[src/rtl/fwd_scoreboard_if.sv]
// ID <-> hazard/forwarding unit bundle.
// The master drives the ID-stage inputs; the slave returns the stall and EX selects.
interface fwd_scoreboard_if #(
   parameter int NSTAGE = 3,
   parameter int FW_W   = $clog2(NSTAGE)
);
   logic            id_valid;
   logic [4:0]      id_rs1_id;
   logic [4:0]      id_rs2_id;
   logic            id_rs1_used;
   logic            id_rs2_used;
   logic [4:0]      id_rd_id;
   logic            id_we;
   logic [FW_W-1:0] id_lat;
   logic            ex_flush;
   logic            id_stall;
   logic [FW_W-1:0] ex_fw_rs1;
   logic [FW_W-1:0] ex_fw_rs2;

   modport master (
      output id_valid, id_rs1_id, id_rs2_id, id_rs1_used, id_rs2_used,
      output id_rd_id, id_we, id_lat, ex_flush,
      input  id_stall, ex_fw_rs1, ex_fw_rs2
   );

   modport slave (
      input  id_valid, id_rs1_id, id_rs2_id, id_rs1_used, id_rs2_used,
      input  id_rd_id, id_we, id_lat, ex_flush,
      output id_stall, ex_fw_rs1, ex_fw_rs2
   );
endinterface

[src/rtl/fwd_scoreboard.sv]
// Per-register scoreboard: ID stall decision and registered EX forwarding selects.
// FWD_SCOREBOARD_FORWARD_EN enables forwarding; undefined gives a pure interlock.
module fwd_scoreboard #(
   parameter int NSTAGE = 3,
   parameter int FW_W   = $clog2(NSTAGE)
) (
   input logic            clk,
   input logic            rst,
   fwd_scoreboard_if.slave sb
);
   localparam logic [FW_W-1:0] AGE_LAST = FW_W'(NSTAGE - 2);

   logic [31:0]     ent_valid;
   logic [FW_W-1:0] ent_age [32];
   logic [4:0]      src_id  [2];
   logic            src_used[2];
   logic            haz     [2];
   logic [FW_W-1:0] sel     [2];
   logic            issue;
   logic            wr_en;

   assign src_id[0]   = sb.id_rs1_id;
   assign src_id[1]   = sb.id_rs2_id;
   assign src_used[0] = sb.id_rs1_used;
   assign src_used[1] = sb.id_rs2_used;

`ifdef FWD_SCOREBOARD_FORWARD_EN
   logic [FW_W-1:0] ent_lat [32];
   logic [FW_W-1:0] k_of    [2];

   // Stage the producer occupies once the consumer reaches EX.
   assign k_of[0] = ent_age[src_id[0]] + 1'b1;
   assign k_of[1] = ent_age[src_id[1]] + 1'b1;
`else
   logic unused_lat;

   assign unused_lat = ^sb.id_lat;
`endif

   always_comb begin
      for (int s = 0; s < 2; s++) begin
         haz[s] = 1'b0;
         sel[s] = '0;
         if (src_used[s] && src_id[s] != 5'd0 &&
             ent_valid[src_id[s]]) begin
`ifdef FWD_SCOREBOARD_FORWARD_EN
            if (k_of[s] < ent_lat[src_id[s]])
               haz[s] = 1'b1;
            else
               sel[s] = k_of[s];
`else
            haz[s] = 1'b1;
`endif
         end
      end
   end

   assign sb.id_stall = !rst && sb.id_valid && !sb.ex_flush &&
                        (haz[0] || haz[1]);
   assign issue = sb.id_valid && !sb.id_stall && !sb.ex_flush;
   assign wr_en = issue && sb.id_we && sb.id_rd_id != 5'd0;

   always_ff @(posedge clk) begin
      if (rst) begin
         ent_valid    <= '0;
         sb.ex_fw_rs1 <= '0;
         sb.ex_fw_rs2 <= '0;
      end else begin
         for (int r = 1; r < 32; r++) begin
            if (wr_en && sb.id_rd_id == 5'(r)) begin
               ent_valid[r] <= 1'b1;
               ent_age[r]   <= '0;
`ifdef FWD_SCOREBOARD_FORWARD_EN
               ent_lat[r]   <= sb.id_lat;
`endif
            end else if (ent_valid[r]) begin
               // Flush kills only the producer currently in EX (age 0).
               if ((sb.ex_flush && ent_age[r] == '0) ||
                   ent_age[r] == AGE_LAST)
                  ent_valid[r] <= 1'b0;
               else
                  ent_age[r] <= ent_age[r] + 1'b1;
            end
         end
         sb.ex_fw_rs1 <= issue ? sel[0] : '0;
         sb.ex_fw_rs2 <= issue ? sel[1] : '0;
      end
   end
endmodule

[src/flat_wrapper.sv]
// flat-port wrapper written by rule: the top's interface ports become plain ports
module fwd_scoreboard_flat 
#(
   parameter int NSTAGE = 3,
   parameter int FW_W   = $clog2(NSTAGE)
)
  (clk, rst, sb_id_valid, sb_id_rs1_id, sb_id_rs2_id, sb_id_rs1_used, sb_id_rs2_used, sb_id_rd_id, sb_id_we, sb_id_lat, sb_ex_flush, sb_id_stall, sb_ex_fw_rs1, sb_ex_fw_rs2);
  fwd_scoreboard_if #(.NSTAGE(NSTAGE), .FW_W(FW_W)) sb_i ();
  input logic clk;
  input logic rst;
  input wire logic [$bits(sb_i.id_valid)-1:0] sb_id_valid;
  input wire logic [$bits(sb_i.id_rs1_id)-1:0] sb_id_rs1_id;
  input wire logic [$bits(sb_i.id_rs2_id)-1:0] sb_id_rs2_id;
  input wire logic [$bits(sb_i.id_rs1_used)-1:0] sb_id_rs1_used;
  input wire logic [$bits(sb_i.id_rs2_used)-1:0] sb_id_rs2_used;
  input wire logic [$bits(sb_i.id_rd_id)-1:0] sb_id_rd_id;
  input wire logic [$bits(sb_i.id_we)-1:0] sb_id_we;
  input wire logic [$bits(sb_i.id_lat)-1:0] sb_id_lat;
  input wire logic [$bits(sb_i.ex_flush)-1:0] sb_ex_flush;
  output wire logic [$bits(sb_i.id_stall)-1:0] sb_id_stall;
  output wire logic [$bits(sb_i.ex_fw_rs1)-1:0] sb_ex_fw_rs1;
  output wire logic [$bits(sb_i.ex_fw_rs2)-1:0] sb_ex_fw_rs2;
  assign sb_i.id_valid = sb_id_valid;
  assign sb_i.id_rs1_id = sb_id_rs1_id;
  assign sb_i.id_rs2_id = sb_id_rs2_id;
  assign sb_i.id_rs1_used = sb_id_rs1_used;
  assign sb_i.id_rs2_used = sb_id_rs2_used;
  assign sb_i.id_rd_id = sb_id_rd_id;
  assign sb_i.id_we = sb_id_we;
  assign sb_i.id_lat = sb_id_lat;
  assign sb_i.ex_flush = sb_ex_flush;
  assign sb_id_stall = sb_i.id_stall;
  assign sb_ex_fw_rs1 = sb_i.ex_fw_rs1;
  assign sb_ex_fw_rs2 = sb_i.ex_fw_rs2;
  fwd_scoreboard #(.NSTAGE(NSTAGE), .FW_W(FW_W)) u_core (.clk(clk), .rst(rst), .sb(sb_i));
endmodule
[config.mk]
export PLATFORM = sky130hd
export DESIGN_NAME = fwd_scoreboard_flat
export DESIGN_NICKNAME = d
export VERILOG_FILES = /design/src/rtl/fwd_scoreboard_if.sv /design/src/rtl/fwd_scoreboard.sv /design/src/flat_wrapper.sv
export SDC_FILE = /design/constraint.sdc
export NUM_CORES = 1
export LEC_CHECK = 0
export CORE_MARGIN = 2
export CORE_UTILIZATION = 44
export CTS_BUF_LIST = sky130_fd_sc_hd__clkbuf_8 sky130_fd_sc_hd__clkbuf_16
export CTS_CLUSTER_DIAMETER = 150
export DETAILED_ROUTE_END_ITERATION = 12
export SETUP_SLACK_MARGIN = 0.1
export SLEW_MARGIN = 20
export SYNTH_ARGS = -nofsm -noshare
export SYNTH_HDL_FRONTEND = slang
export SYNTH_SLANG_ARGS = --single-unit
[constraint.sdc]
create_clock -name clk -period 4.1 [get_ports clk]
set_input_delay 0.82 -clock clk [delete_from_list [all_inputs] [get_ports clk]]
set_output_delay 0.82 -clock clk [all_outputs]
set_load 0.01 [all_outputs]
==> results.md <==
* Status: completed
* Netlist cell types at 39
* Non-filler cells in the finished layout at 842
* Post-CTS clock slew at the launch and capture registers of the worst setup and hold paths at 0.06 ns
* Number of H-tree levels at 3
* Initial standard-cell utilization of the core at 45.1%
* Number of antenna violations at the first check in global routing at 0
* Net total in the final layout at 743
* VDD IR-drop max at 0.000180 V
* Library cell occupying the most area in the post-synthesis netlist: edfxtp_1
* Number of enable flip-flop cells after synthesis at 62
* Count of nets left with antenna violations after detail routing at 0
* Critical Path Sink Type: output port
* Vias in the first global route at 5061
* Slew margin rel. at 51.3%
* Critical Path Start Type: primary input
* Average footprint of a synthesized cell at 9.64 um2
* Psw at 465 uW
* Die W at 124 um
* Share of the core filled with cells in the final layout at 49.9%
* Max capacitance violation total at 0
* Worst-case clock buffer depth at 2
* CTS tree: yes
* Height of the chip at 124 um
* Fraction of post-synthesis cell area in the top cell type by area at 29.6%
* DRC viols at 0
* Data arrival time at the worst-slack endpoint at 3.04 ns
* Hold Path Class: register to register
* Part of the total power dissipated in combinational logic at 7.7%
* Final max-slew violation count at 0
* Number of detailed-route iterations in the first pass at 5
* Storage cell area at 0.00248 mm2
* Ratio of cells with drive above 1 in the final layout at 8.46%
* Largest net degree at the start of global routing at 63
* Max FO, Critical Path at 10
* Final Hold Viols at 0
* Global placement routability congestion at 0.829
* Switching portion of total power at 23.9%
* Post CTS Setup Buffer Count at 0
* Required time of the critical path at 3.28 ns
* Critical setup path kind: primary input to output port
* Number of antenna repair diodes at 0
* Dpl ws at -0.0500 ns
* Count of mapped cells out of synthesis at 652
* Power share of the clock group at 41.3%
* Number of warnings issued by yosys at 0
* Violation count after the first detailed-route iteration at 408
* Num CTS Buffers at 9
* Standard-cell rows at 43
* Power per cell area at 280 mW/mm2
* Final Worst Setup Slack at 0.241 ns
* Hpwl dp at 11200 um
* Fraction of power consumed by sequential logic at 51.0%
* Fill cells at 1300
* Worst Max-Slew Pin Slew at 0.730 ns
* Leading post-synthesis cells by cell area: edfxtp_1 30%, ha_1 12%, dfxtp_1 9.9%
* Endpoints failing setup at 0
* Leakage power of the design at 2.52 nW
* Worst skew pair latency at 0.35 ns
* RSZ-0062 raised after global routing: no
* Number of buffers added on ports at 22
* Internal power contribution at 1.48 mW
* Period utilization at 94.1%
* Routed WL per cell at 20.0 um
* Post-synth top flop: edfxtp_1
* Total wirelength of the detailed-routed design at 16900 um
* All-layer global routing usage at 23.2%
* Vias after detailed routing at 5302
* Aggregate negative setup slack at 0 ns
* Post-placement cell count at 826
* I/O pin count at 29
* Buffer cell driving the clock tree root: clkbuf_16
* Vias/cell at 6.30
* Die ar. at 0.0153 mm2
* Hold Buf Count CTS at 0
* Core area at 0.0139 mm2
* Final std cell area, no fill at 0.00695 mm2
* Fmax at 259 MHz
* Netlist area before placement at 0.00629 mm2
* Area growth from synthesis to layout at 10.5%
* Fraction of synthesis flops using an asynchronous set or reset pin at 0%
* Global-route wire length before repair at 26400 um
* Global route total overflow at 0
* Final worst path period need at 3.86 ns
* Flops & latches, synth at 93
* Clock Skew at 0.00948 ns
* Placed inst area at 0.00667 mm2
* Sequential area share after synthesis at 39.5%
* Clock Sinks at 93
* Multi-input gate area in the final layout at 0.00324 mm2
-- cell type report --
class / count / share of cell area, %
clock buffer: 11 / 3.64
clock inverter: 5 / 0.306
inverter: 81 / 4.38
multi-input combinational: 428 / 46.6
sequential: 93 / 35.7
tap: 180 / 3.24
timing repair buffer: 44 / 6.10
-- cells in the mapped netlist (2+ instances only) --
library cell and count:
inv_1 81, nor2_1 67, edfxtp_1 62, ha_1 62
o41ai_1 60, nand2_1 46, nand3_1 42, clkbuf_1 36
a311oi_1 34, dfxtp_1 31, a31oi_1 30, nand4_1 29
mux4_2 11, buf_6 8, mux2i_1 8, nor2b_1 6
buf_4 4, mux2_2 4, buf_2 3, nand2b_1 3
nand3b_1 3, a221o_1 2, buf_1 2, o22ai_1 2
o41ai_2 2
-- cell usage in the layout, fill, tap and decap left out, drive strengths merged, types with 8 or more instances in the layout --
cell type      synthesis  routed
a311oi                34      34
a31oi                 30      30
buf                   17      22
clkbuf                36      11
clkdlybuf4s50          0      20
dfxtp                 31      31
edfxtp                62      62
ha                    62      62
inv                   81      84
mux2i                  8       8
mux4                  11      11
nand2                 46      46
nand3                 42      42
nand4                 29      29
nor2                  67      67
o41ai                 62      62
-- what timing repair did --
| action | 4_1_cts | 5_1_grt |
|---|---|---|
| endpoints found under the setup margin | 1 | 1 |
| resized for setup | 1 | 1 |
| pin swaps | 0 | 0 |
-- final timing paths --
check                        from               endpoint  slack [ns]  cells after the start
min reg2reg   u_core.ent_valid[4]    u_core.ent_valid[4]        0.56                      2
max               sb_id_rs1_id[1]            sb_id_stall        0.24                      8
min           u_core.ent_valid[4]    u_core.ent_valid[4]        0.56                      2
max reg2reg  u_core.ent_valid[29]  u_core.ent_age[17][0]        1.19                      6
-- state kept, by name, indices dropped and copies added (netlist names) --
| signal | count |
|---|---|
| u_core.ent_age | 62 |
| u_core.ent_valid | 31 |
-- routing by layer --
| metal | global-route usage [%] | vias to the layer above | routed length, um |
|---|---|---|---|
| met2 | 38.7 | 179 | 7940 |
| met3 | 3.51 | 23 | 1090 |
| met5 | 0 | - | 0 |
| met1 | 30.4 | 2623 | 7460 |
| met4 | 8.88 | 0 | 365 |
| li1 | - | 2477 | - |
-- power by group through the flow --
| stage | Combinational (mW) | Sequential (mW) | Clock [mW] |
|---|---|---|---|
| 3_3_place_gp | 0.146 | 1.01 | 0 |
| 4_1_cts | 0.148 | 0.990 | 0.817 |
| 2_1_floorplan | 0.0861 | 1.01 | 0 |
| 3_5_place_dp | 0.148 | 1.01 | 0 |
| 5_1_grt | 0.160 | 0.989 | 0.852 |
| 6_report | 0.149 | 0.990 | 0.803 |
-- metrics by stage --
step	total power [mW]	hold slack, ns
2_1_floorplan	1.10	0.506
4_1_cts	1.95	0.553
3_5_place_dp	1.16	0.542
3_3_place_gp	1.16	0.536
5_1_grt	2.00	0.593
6_report	1.94	0.559
-- kinds of logic after synthesis --
kind of cell             count (synthesis)  share of synthesized area (%)
AND/OR/NAND/NOR                        201                           14.8
adder cells (fa/ha/maj)                 62                           12.3
buffers and inverters                  134                           9.26
multiplexers                            23                           5.93
flip-flops                              93                           39.5
other                                    1                         0.0597
AO/OA/AOI/OAI                          138                           18.2
-- worst max-delay path, cell delays in order --
cell             delay [ns]
clkdlybuf4s50_1        0.51
buf_12                 0.15
mux2_2                 0.34
a221o_1                0.35
a311o_1                0.29
nand3_2                0.09
nand2_1                0.15
dlygate4sd2_1          0.34
Note: power is estimated with default switching activity, not from simulation.
